`src/rtl/morse_decoder.sv`:
```
// Purpose : decodes a hand-keyed Morse signal into ASCII letters, digits and word spaces.
// Latency : a letter is emitted 2 units (+2 sync cycles) after its last mark ends; a space 5 units after it.
// Backpres: none; the key cannot be throttled, so output pulses are single-cycle and never stalled.
//
// Ports:
//   clk_24      sole clock, rising edge
//   rst         synchronous reset, active-high
//   key_in      asynchronous key level (1 = tone)
//   ascii_out   last decoded character (A-Z, 0-9, or 32 for a word gap)
//   ascii_valid one-cycle pulse when ascii_out is new
//   error       one-cycle pulse when an element sequence cannot be decoded
module morse_decoder #(
    parameter int UNIT_TICKS = 2400000,
    parameter int MIN_TICKS  = 240000,
    parameter int CNT_W      = 25
) (
    input  logic       clk_24,
    input  logic       rst,
    input  logic       key_in,
    output logic [6:0] ascii_out,
    output logic       ascii_valid,
    output logic       error
);

    localparam logic [CNT_W-1:0] SAT_T    = CNT_W'(7 * UNIT_TICKS);
    localparam logic [CNT_W-1:0] LETTER_T = CNT_W'(2 * UNIT_TICKS);
    localparam logic [CNT_W-1:0] WORD_T   = CNT_W'(5 * UNIT_TICKS);
    localparam logic [CNT_W-1:0] DASH_T   = CNT_W'(2 * UNIT_TICKS);
    localparam logic [CNT_W-1:0] MIN_T    = CNT_W'(MIN_TICKS);

    typedef enum logic [1:0] {
        IDLE = 2'd0,
        MARK = 2'd1,
        GAP  = 2'd2
    } state_t;

    // ------------------------------------------------------------------
    // Synchronizer and rising-edge qualification
    // ------------------------------------------------------------------
    logic       key_m;
    logic       key_s;
    logic       key_d;
    logic [1:0] settle;
    logic       armed;
    logic       rise;

    // key_s is only trustworthy two edges after reset; a key already held
    // down at that point must be seen low once before any mark may start.
    always_ff @(posedge clk_24) begin
        if (rst) begin
            key_m  <= 1'b0;
            key_s  <= 1'b0;
            key_d  <= 1'b0;
            settle <= 2'd0;
            armed  <= 1'b0;
        end else begin
            key_m  <= key_in;
            key_s  <= key_m;
            key_d  <= key_s;
            if (settle != 2'd2) begin
                settle <= settle + 2'd1;
            end
            if (settle == 2'd2 && !key_s) begin
                armed <= 1'b1;
            end
        end
    end

    assign rise = armed & key_s & ~key_d;

    // ------------------------------------------------------------------
    // Helpers
    // ------------------------------------------------------------------
    function automatic logic [CNT_W-1:0] sat_inc(input logic [CNT_W-1:0] v);
        return (v >= SAT_T) ? SAT_T : v + CNT_W'(1);
    endfunction

    // Returns {hit, ascii}. Element i sits in bit i, 1 = dash; unused upper
    // pattern bits are always zero because the pattern is cleared per letter.
    function automatic logic [7:0] decode(input logic [2:0] cnt, input logic [4:0] pat);
        logic [7:0] r;
        r = 8'd0;
        case ({cnt, pat})
            {3'd2, 5'd2 }: r = {1'b1, 7'h41}; // A .-
            {3'd4, 5'd1 }: r = {1'b1, 7'h42}; // B -...
            {3'd4, 5'd5 }: r = {1'b1, 7'h43}; // C -.-.
            {3'd3, 5'd1 }: r = {1'b1, 7'h44}; // D -..
            {3'd1, 5'd0 }: r = {1'b1, 7'h45}; // E .
            {3'd4, 5'd4 }: r = {1'b1, 7'h46}; // F ..-.
            {3'd3, 5'd3 }: r = {1'b1, 7'h47}; // G --.
            {3'd4, 5'd0 }: r = {1'b1, 7'h48}; // H ....
            {3'd2, 5'd0 }: r = {1'b1, 7'h49}; // I ..
            {3'd4, 5'd14}: r = {1'b1, 7'h4A}; // J .---
            {3'd3, 5'd5 }: r = {1'b1, 7'h4B}; // K -.-
            {3'd4, 5'd2 }: r = {1'b1, 7'h4C}; // L .-..
            {3'd2, 5'd3 }: r = {1'b1, 7'h4D}; // M --
            {3'd2, 5'd1 }: r = {1'b1, 7'h4E}; // N -.
            {3'd3, 5'd7 }: r = {1'b1, 7'h4F}; // O ---
            {3'd4, 5'd6 }: r = {1'b1, 7'h50}; // P .--.
            {3'd4, 5'd11}: r = {1'b1, 7'h51}; // Q --.-
            {3'd3, 5'd2 }: r = {1'b1, 7'h52}; // R .-.
            {3'd3, 5'd0 }: r = {1'b1, 7'h53}; // S ...
            {3'd1, 5'd1 }: r = {1'b1, 7'h54}; // T -
            {3'd3, 5'd4 }: r = {1'b1, 7'h55}; // U ..-
            {3'd4, 5'd8 }: r = {1'b1, 7'h56}; // V ...-
            {3'd3, 5'd6 }: r = {1'b1, 7'h57}; // W .--
            {3'd4, 5'd9 }: r = {1'b1, 7'h58}; // X -..-
            {3'd4, 5'd13}: r = {1'b1, 7'h59}; // Y -.--
            {3'd4, 5'd3 }: r = {1'b1, 7'h5A}; // Z --..
            {3'd5, 5'd31}: r = {1'b1, 7'h30}; // 0 -----
            {3'd5, 5'd30}: r = {1'b1, 7'h31}; // 1 .----
            {3'd5, 5'd28}: r = {1'b1, 7'h32}; // 2 ..---
            {3'd5, 5'd24}: r = {1'b1, 7'h33}; // 3 ...--
            {3'd5, 5'd16}: r = {1'b1, 7'h34}; // 4 ....-
            {3'd5, 5'd0 }: r = {1'b1, 7'h35}; // 5 .....
            {3'd5, 5'd1 }: r = {1'b1, 7'h36}; // 6 -....
            {3'd5, 5'd3 }: r = {1'b1, 7'h37}; // 7 --...
            {3'd5, 5'd7 }: r = {1'b1, 7'h38}; // 8 ---..
            {3'd5, 5'd15}: r = {1'b1, 7'h39}; // 9 ----.
            default:       r = 8'd0;
        endcase
        return r;
    endfunction

    // ------------------------------------------------------------------
    // FSM state
    // ------------------------------------------------------------------
    state_t           state,      state_n;
    logic             ret_gap,    ret_gap_n;    // state to resume after a glitch
    logic [4:0]       pattern,    pattern_n;
    logic [2:0]       count,      count_n;
    logic             ovf,        ovf_n;
    logic [CNT_W-1:0] mark_cnt,   mark_cnt_n;
    logic [CNT_W-1:0] gap_cnt,    gap_cnt_n;
    logic             space_pend, space_pend_n;
    logic [6:0]       ascii_out_n;
    logic             valid_n;
    logic             err_n;

    always_ff @(posedge clk_24) begin
        if (rst) begin
            state       <= IDLE;
            ret_gap     <= 1'b0;
            pattern     <= '0;
            count       <= '0;
            ovf         <= 1'b0;
            mark_cnt    <= '0;
            gap_cnt     <= '0;
            space_pend  <= 1'b0;
            ascii_out   <= '0;
            ascii_valid <= 1'b0;
            error       <= 1'b0;
        end else begin
            state       <= state_n;
            ret_gap     <= ret_gap_n;
            pattern     <= pattern_n;
            count       <= count_n;
            ovf         <= ovf_n;
            mark_cnt    <= mark_cnt_n;
            gap_cnt     <= gap_cnt_n;
            space_pend  <= space_pend_n;
            ascii_out   <= ascii_out_n;
            ascii_valid <= valid_n;
            error       <= err_n;
        end
    end

    logic             silent;    // this cycle is a silence cycle for gap timing
    logic [CNT_W-1:0] gap_base;  // gap value before this cycle's increment
    logic [7:0]       dec;

    always_comb begin
        state_n      = state;
        ret_gap_n    = ret_gap;
        pattern_n    = pattern;
        count_n      = count;
        ovf_n        = ovf;
        mark_cnt_n   = mark_cnt;
        gap_cnt_n    = gap_cnt;
        space_pend_n = space_pend;
        ascii_out_n  = ascii_out;
        valid_n      = 1'b0;
        err_n        = 1'b0;
        silent       = 1'b0;
        gap_base     = gap_cnt;
        dec          = 8'd0;

        case (state)
            MARK: begin
                if (key_s) begin
                    mark_cnt_n = sat_inc(mark_cnt);
                end else begin
                    // Falling edge: classify the mark, then treat this
                    // cycle as the first silence cycle.
                    silent = 1'b1;
                    if (mark_cnt < MIN_T) begin
                        state_n = ret_gap ? GAP : IDLE;
                    end else begin
                        state_n  = GAP;
                        gap_base = '0;
                        if (count == 3'd5) begin
                            ovf_n = 1'b1;
                        end else begin
                            pattern_n = pattern | (5'(mark_cnt >= DASH_T) << count);
                            count_n   = count + 3'd1;
                        end
                    end
                end
            end
            default: begin
                if (rise) begin
                    state_n      = MARK;
                    ret_gap_n    = (state == GAP);
                    mark_cnt_n   = CNT_W'(1);
                    space_pend_n = 1'b0;
                end else begin
                    silent = 1'b1;
                end
            end
        endcase

        if (silent) begin
            gap_cnt_n = sat_inc(gap_base);
            if (state_n == GAP && gap_cnt_n == LETTER_T) begin
                dec = decode(count_n, pattern_n);
                if (dec[7] && !ovf_n) begin
                    ascii_out_n = dec[6:0];
                    valid_n     = 1'b1;
                end else begin
                    err_n = 1'b1;
                end
                pattern_n    = '0;
                count_n      = '0;
                ovf_n        = 1'b0;
                state_n      = IDLE;
                space_pend_n = 1'b1;
            end else if (state_n == IDLE && space_pend && gap_cnt_n == WORD_T) begin
                ascii_out_n  = 7'd32;
                valid_n      = 1'b1;
                space_pend_n = 1'b0;
            end
        end
    end

endmodule

```
`config.mk`:
```
export PLATFORM = sky130hd
export DESIGN_NAME = morse_decoder
export DESIGN_NICKNAME = d
export VERILOG_FILES = /design/src/rtl/morse_decoder.sv
export SDC_FILE = /design/constraint.sdc
export NUM_CORES = 1
export LEC_CHECK = 0
export BUFFER_PORTS_ARGS = -buffer_cell sky130_fd_sc_hd__clkbuf_2
export CAP_MARGIN = 20
export CELL_PAD_IN_SITES_DETAIL_PLACEMENT = 1
export CELL_PAD_IN_SITES_GLOBAL_PLACEMENT = 1
export CORE_MARGIN = 2
export CORE_UTILIZATION = 35
export CTS_CLUSTER_DIAMETER = 40
export DETAILED_ROUTE_END_ITERATION = 6
export PLACE_DENSITY = 0.65
export SKIP_LAST_GASP = 1
export SYNTH_ARGS = -nofsm -noshare
export SYNTH_HDL_FRONTEND = slang
export SYNTH_SLANG_ARGS = --single-unit
```
`constraint.sdc`:
```
create_clock -name clk_24 -period 5.6 [get_ports clk_24]
set_input_delay 0.56 -clock clk_24 [delete_from_list [all_inputs] [get_ports clk_24]]
set_output_delay 0.56 -clock clk_24 [all_outputs]
set_load 0.005 [all_outputs]
```
# Yosys cells after proc, flatten, opt, wreduce, memory -nomap -nowiden
# Index checks and enable logic that the tools add are counted.
[classes]
shift = 1
n_eq_ne = 46
reduce_logical = 15
n_mux = 51
n_bitwise = 7
addsub = 4
order_cmp = 4
[op_table]
columns = ["op", "count"]
rows = [
  ["$pmux 8 s36", 1],
  ["$mux 25", 8],
  ["$eq 8x8->1 const B", 22],
  ["$eq 8x7->1 const B", 12],
  ["$add 25x1->25 const B", 2],
  ["$ge 25x25->1 const B", 2],
  ["$mux 5", 6],
  ["$eq 25x23->1 const B", 1],
  ["$eq 25x24->1 const B", 1],
  ["$ge 25x23->1 const B", 1],
  ["$lt 25x18->1 const B", 1],
  ["$mux 7", 3],
  ["$mux 1", 18],
  ["$mux 3", 6],
  ["$eq 8x6->1 const B", 2],
  ["$mux 8", 2],
  ["$mux 2", 7],
  ["$eq 2x2->1 const B", 3],
  ["$logic_and 1x1->1", 5],
  ["$or 5x5->5", 1],
  ["$shl 1x3->5", 1],
  ["$ne 2x2->1 const B", 2],
  ["$not 1->1", 4],
  ["$reduce_and 2->1", 2],
  ["other kinds (12)", 15],
]
[word_totals]
reg_bits = 78

# Longest topological paths before layout
# Gate-level depths: netlist (run 1).
[logic_depth]
ltp_word = 14
ltp_mapped = 19
mapped_depth_nobuf = 16

# Least setup slack after synthesis (run 1)
# No wires, ideal clock.
[synth_timing]
kind = "register to register"
from = "reg mark_cnt[22]"
to = "reg ascii_out[0]"
required_time_ns = 5.483
slack_ns = 1.078
period_less_slack_ns = 4.522
stages_incl_launch_ff = 19
arrival_ns = 4.406
path_cell_list = "dfxtp_1 -> buf_6 -> or3_4 -> or4_4 -> o21ai_2 -> clkbuf_1 -> and2_1 -> ha_1 -> nand3_1 -> nor3_1 -> clkbuf_1 -> and3_1 -> xnor2_1 -> nor4_1 -> nand3_1 -> or4_4 -> nor2_4 -> a211oi_2 -> a22o_1"
[synth_via]
elab_chain_cells = 14
word_cells_on_any_way = 76
[synth_lines]
columns = ["element", "line", "text"]
rows = [
  ["start: declaration", "133", "logic [CNT_W-1:0] mark_cnt, mark_cnt_n;"],
  ["start signal: assignment", "159", "mark_cnt <= mark_cnt_n;"],
  ["branches (longest 14 deep; another with $lt 25x18->1)", "n/a", ""],
  ["end signal: assignment", "162", "ascii_out <= ascii_out_n;"],
  ["end: declaration", "20", "output logic [6:0] ascii_out,"],
]
# Several ways; the timed one is not identified. The select of a mux whose other input is x is not followed.
# A chain may end at the register's enable or synchronous reset.

# Final worst setup path (run 1)
[layout_timing]
from = "reg mark_cnt[18]"
to = "reg ascii_out[3]"
# The elaborated chain is that of the path after synthesis.

==> results.tsv, run 1 <==
metric	value	unit
synth_area	0.00493	sq mm
rsz0062_at_grt	false	
grt_usage	21.6	%
initial_core_util	35.7	%
fin_worst_skew	8.56	ps
ys_ff_latch	78	
synth_cell_type_count	71	
tns	0	ps
via_per_inst	6.04	
numCtsBuffers	9	
hold_buffers	0	
synthArstFlopShare	0	%
peakVddDrop	0.000202	V
p_seq_share	44.7	%
syn_area_per_cell	7.43	sq um
p_leak	1.94	nW
antenna_found_initial	0	
clock-root-buffer	clkbuf_16	
hpwl	11.1	mm
core_area	0.0138	sq mm
avgRoutedWirePerCell	18.4	um
final_layout_size_suffix_gt1_share	7.68	%
path_clk_slew	60	ps
cts_num_sinks	78	
num-nets-final	669	
max_cap_violations	0	
clock_latency	350	ps
diodes	0	
post-route-drc-count	0	
ant_nets	0	
wl_met3	485	um
met2_length	7.36	mm
worstHoldPathType	in -> reg	
hold_violations	0	
num_vias	5095	
ys_seq_area_share	31.7	%
first_global_vias	5155	
grt-ovfl-total	0	
grt_pass1_wl	26.1	mm
htree_levels	3	
cpPeakStageDelay	620	ps
arrival	5200	ps
worst_pin_slew	986	ps
crit_path_start_kind	register	
slowest_stage	or4_4	
die_x	123	um
yosys_warnings	0	
worstPathRequired	5830	ps
period_needed	4970	ps
post_synth_inst_count	664	
synth-edff-count	0	
swShare	22.9	%
synth_fp_nets	674	
num_io_pins	12	
highest_layer	met4	
setup_viol	0	
fin_util	39.4	%
crit_path_max_fanout	12	
cts_resized	0	
crit_chain	or3_4 > or4_4 > o21ai_2 > nand2_1 > inv_1 > ha_1 > nand3_1 > nor3_1 > buf_4 > and3_1 > xnor2_1 > nor4_1 > nand3_1 > or4_4 > nor2_4 > a211oi_2 > a22o_1	
die_area	0.0151	sq mm
num_rows	43	
grt_max_degree	55	
ys.flop_type	dfxtp_1	
power.switching	296	uW
post-cts-setup-buffers	0	
timing.hold.ws	434	ps
fmax	201	MHz
wl	15.5	mm
outcome	completed	
intPower	997	uW
cts_max_path_buffers	2	
relSlewSlack	33.4	%
p_clk_share	49.4	%
die_y	123	um
crit_type	reg -> reg	
drv_slew	0	
pwr-share-comb	5.9	%
finalCritPeriodShare	88.7	%
crit_path_end_kind	register	
place_congestion	0.897	
met1_length	7.49	mm
port-buffer-count	11	
syn_to_final_growth	10.6	%
power_density	237	mW/mm^2
cts_tree	built	
drt_iter0_drc	389	
firstDrtPassIters	4	
-- worst paths after layout --
check | slack [ps] | endpoint | depth (start not counted) | from
min | 430 | key_m | 2 | key_in
min reg2reg | 450 | key_s | 1 | key_m
max reg2reg | 630 | ascii_out[3] | 17 | mark_cnt[18]
max | 630 | ascii_out[3] | 17 | mark_cnt[18]
-- metal layers --
| layer | up-vias | GRT usage [%] |
|---|---|---|
| li1 | 2466 | - |
| met1 | 2516 | 28.9 |
| met2 | 96 | 35.9 |
| met3 | 17 | 3.86 |
| met4 | 0 | 5.17 |
| met5 | - | 0 |
-- cells in the mapped netlist (8+ instances only) --
library cell | n | area, sq um
nand3_1 | 33 | 165
a31oi_1 | 12 | 75.1
xor2_1 | 16 | 140
and3_1 | 14 | 87.6
clkbuf_1 | 33 | 124
a22o_1 | 12 | 105
or3_1 | 8 | 50.1
xnor2_1 | 8 | 70.1
o21ai_0 | 40 | 200
nand4_1 | 18 | 113
a21oi_1 | 44 | 220
nor2_1 | 94 | 353
inv_1 | 16 | 60.1
nor4_1 | 18 | 113
nand2_1 | 54 | 203
dfxtp_1 | 78 | 1560
o22ai_1 | 11 | 68.8
nor3_1 | 22 | 110
-- sequential cells by signal, summed over array words and instances (netlist names) --
name	cells
armed	1
ascii_out	7
ascii_valid	1
count	3
error	1
gap_cnt	25
key_d	1
key_m	1
key_s	1
mark_cnt	25
ovf	1
pattern	5
ret_gap	1
settle	2
space_pend	1
state	2
-- stage by stage --
| stage | total power, mW | cells | cell area [sq um] | worst slack [ps] |
|---|---|---|---|---|
| 2_1_floorplan | 0.647 | 664 | 4930 | 1080 |
| 3_3_place_gp | 0.663 | 827 | 5130 | 950 |
| 3_5_place_dp | 0.668 | 827 | 5130 | 738 |
| 4_1_cts | 1.31 | 843 | 5450 | 707 |
| 5_1_grt | 1.34 | 844 | 5450 | 194 |
| 6_report | 1.29 | 844 | 5450 | 634 |
-- kinds of logic (layout without fill, tap and decap cells) --
family / Yosys count / in the layout / synth area share [%]
simple gates: 310 / 310 / 31.9
xor+xnor: 24 / 24 / 4.26
buf+inv: 53 / 53 / 4.21
flops: 78 / 78 / 31.7
compound gates: 184 / 184 / 24.5
mux: 8 / 8 / 1.65
fa+ha+maj: 7 / 7 / 1.78
-- layout by cell type (no fill, tap or decap), drive strengths merged, types with 8 or more instances in the layout --
cell type,Yosys,final
nand3,33,33
and3,14,14
dfxtp,78,78
inv,16,16
nor2,95,95
nand2,55,55
a31oi,12,12
buf,3,9
a22o,12,12
o21ai,43,43
nor4,20,20
nor3,23,23
or3,10,10
nand4,18,18
xor2,16,16
clkbuf,33,23
o22ai,11,11
a21oi,44,44
xnor2,8,8
-- critical path: cells and delay by family (launching register included) --
| family | cells | cell delay, ps |
|---|---|---|
| and+or+nand+nor | 10 | 3000 |
| AOI/OAI and AO/OA | 3 | 820 |
| DFF | 1 | 350 |
| buffers and inverters | 2 | 310 |
| adders and majority gates | 1 | 260 |
| xor gates and xnor gates | 1 | 80 |
-- area by class of cell --
class	instances	area, sq um
Clock buffer	12	246
Clock inverter	4	70.1
Fill cell	1699	8370
Inverter	17	63.8
Multi-Input combinational cell	533	3160
Sequential cell	78	1560
Tap cell	180	225
Timing Repair Buffer	20	123
-- power groups by stage --
stage               Clock (mW)  Sequential [mW]  Combinational [mW]
finish                   0.638            0.578              0.0768
detailed placement           0            0.590              0.0773
global placement             0            0.590              0.0734
floorplan                    0            0.586              0.0604
CTS                      0.653            0.578              0.0780
global route             0.671            0.580              0.0878
(Power assumes the default switching activity.)
==> run 2, diff against run 1 <==
--- a/config.mk
+++ b/config.mk
@@ -15,6 +15,7 @@
 export DETAILED_ROUTE_END_ITERATION = 6
 export PLACE_DENSITY = 0.65
 export SKIP_LAST_GASP = 1
+export SLEW_MARGIN = 20
 export SYNTH_ARGS = -nofsm -noshare
 export SYNTH_HDL_FRONTEND = slang
 export SYNTH_SLANG_ARGS = --single-unit
==> constraint.sdc (replaced) <==
create_clock -name clk_24 -period 5.6 [get_ports clk_24]
set_input_delay 0.84 -clock clk_24 [delete_from_list [all_inputs] [get_ports clk_24]]
set_output_delay 0.84 -clock clk_24 [all_outputs]
set_load 0.005 [all_outputs]
==> results.tsv, run 2 (synthesis gave the netlist of run 1 again) <==
metric	value	unit	change
p_leak	1.94	nW	about the same
via_per_inst	5.98		was 6.04
initial_core_util	35.7	%	unchanged
place_congestion	0.897		unchanged
arrival	5180	ps	was 5200 ps
htree_levels	3		unchanged
cts_num_sinks	78		unchanged
wl	15.5	mm	about the same
crit_path_end_kind	register		unchanged
power.switching	295	uW	was 296 uW
regToRegSetupSlack	650	ps	was 630 ps
post-cts-setup-buffers	0		unchanged
num-nets-final	668		was 669
final_common_cell	nor2_1		unchanged
max_cap_violations	0		unchanged
grt_usage	21.6	%	unchanged
cts_tree	built		unchanged
grt_pass1_wl	26.1	mm	unchanged
path_clk_slew	60	ps	about the same
rsz0062_at_grt	false		unchanged
relSlewSlack	32.1	%	was 33.4%
fin_worst_skew	9.06	ps	was 8.56 ps
drt_iter0_drc	340		was 389
cts_resized	0		unchanged
r2r_end	ascii_out[3]		unchanged
worstPathRequired	5830	ps	about the same
intPower	997	uW	about the same
total_power	1.29	mW	about the same
cts_max_path_buffers	2		unchanged
hold_violations	0		unchanged
antenna_found_initial	0		unchanged
setup_viol	0		unchanged
die_area	0.0151	sq mm	unchanged
num_vias	5039		was 5095
ant_nets	0		unchanged
syn_to_final_growth	10.6	%	unchanged
port-buffer-count	11		unchanged
drv_slew	0		unchanged
hold_buffers	0		unchanged
grt_max_degree	55		unchanged
swShare	22.9	%	about the same
crit_path_max_fanout	12		unchanged
timing.hold.ws	451	ps	was 434 ps
worst_pin_slew	1010	ps	was 986 ps
p_seq_share	44.7	%	about the same
peakVddDrop	0.000202	V	about the same
critPathLaunch	mark_cnt[18]		unchanged
fmax	202	MHz	was 201 MHz
fin_util	39.4	%	unchanged
die_y	123	um	unchanged
diodes	0		unchanged
cp-endpoint	ascii_out[3]		unchanged
numCtsBuffers	9		unchanged
period_needed	4950	ps	was 4970 ps
post-route-drc-count	0		unchanged
pwr-share-comb	5.9	%	about the same
outcome	completed		unchanged
num_io_pins	12		unchanged
hpwl	11.1	mm	unchanged
r2r_start	mark_cnt[18]		unchanged
finalCritPeriodShare	88.3	%	was 88.7%
p_clk_share	49.3	%	was 49.4%
top_regs	gap_cnt x25, mark_cnt x25, ascii_out x7		unchanged
first_global_vias	5155		unchanged
num_rows	43		unchanged
core_area	0.0138	sq mm	unchanged
power_density	237	mW/mm^2	about the same
most-common-layout-cells	nor2_1, dfxtp_1, nand2_1, a21oi_1, o21ai_0		unchanged
avgRoutedWirePerCell	18.4	um	about the same
ff2ff_path_depth	17		unchanged
crit_path_start_kind	register		unchanged
final_layout_size_suffix_gt1_share	7.69	%	was 7.68%
clock_latency	350	ps	about the same
firstDrtPassIters	4		unchanged
grt-ovfl-total	0		unchanged
crit_type	reg -> reg		unchanged
worstHoldPathType	reg -> reg		was in -> reg
die_x	123	um	unchanged
tns	0	ps	unchanged
clock-root-buffer	clkbuf_16		unchanged
==> run 2: changes by cell type in the layout (fill, tap and decap cells not counted) <==
cell | previous run | this run
buf_4 | 9 | 8
a41oi_2 | 0 | 1
a41oi_1 | 5 | 4
==> run 2: layout make-up <==
type	count	area [sq um]
Fill cell	1698	8370
Tap cell	180	225
Multi-Input combinational cell	533	3170
Timing Repair Buffer	19	115
Clock buffer	12	246
Inverter	17	63.8
Sequential cell	78	1560
Clock inverter	4	70.1
==> run 2: per-layer routing <==
layer  wire length (um)  share of wire [%]  GRT usage [%]
met1               7460                 48           28.9
met4                181                1.2           5.17
met2               7370                 48           35.9
met5                  0                  0              0
met3                491                3.2           3.86
==> run 2: power by group through the flow <==
stage / clock (mW) / sequential (mW) / combinational (mW)
final: 0.638 / 0.578 / 0.0768
after global routing: 0.671 / 0.580 / 0.0879
after CTS: 0.653 / 0.578 / 0.0780
after detailed placement: 0 / 0.590 / 0.0773
after global placement: 0 / 0.590 / 0.0734
after floorplan: 0 / 0.586 / 0.0604
==> run 2: stage by stage <==
| step | cells | setup slack (ps) | cell area [sq um] |
|---|---|---|---|
| final | 843 | 653 | 5450 |
| after global routing | 843 | 194 | 5450 |
| after CTS | 843 | 707 | 5450 |
| after detailed placement | 827 | 738 | 5130 |
| after global placement | 827 | 950 | 5130 |
| after floorplan | 664 | 1080 | 4930 |
==> run 2: worst min-delay path by stage <==
| stage | start | endpoint | slack (ps) | cells after the start |
|---|---|---|---|---|
| final | key_m | key_s | 450 | 1 |
| after global routing | key_m | key_s | 450 | 1 |
| after CTS | key_m | key_s | 450 | 1 |
| after detailed placement | key_m | key_s | 440 | 1 |
| after global placement | key_m | key_s | 440 | 1 |
| after floorplan | key_m | key_s | 410 | 1 |
==> run 2: critical path: stages, from the launching register on <==
cell and delay (ps):
dfxtp_1 350, or3_4 420, or4_4 570, o21ai_2 430, nand2_1 200, inv_1 100, ha_1 260, nand3_1 210
nor3_1 200, buf_4 210, and3_1 230, xnor2_1 80, nor4_1 190, nand3_1 220, or4_4 620, nor2_4 130
a211oi_2 120, a22o_1 270
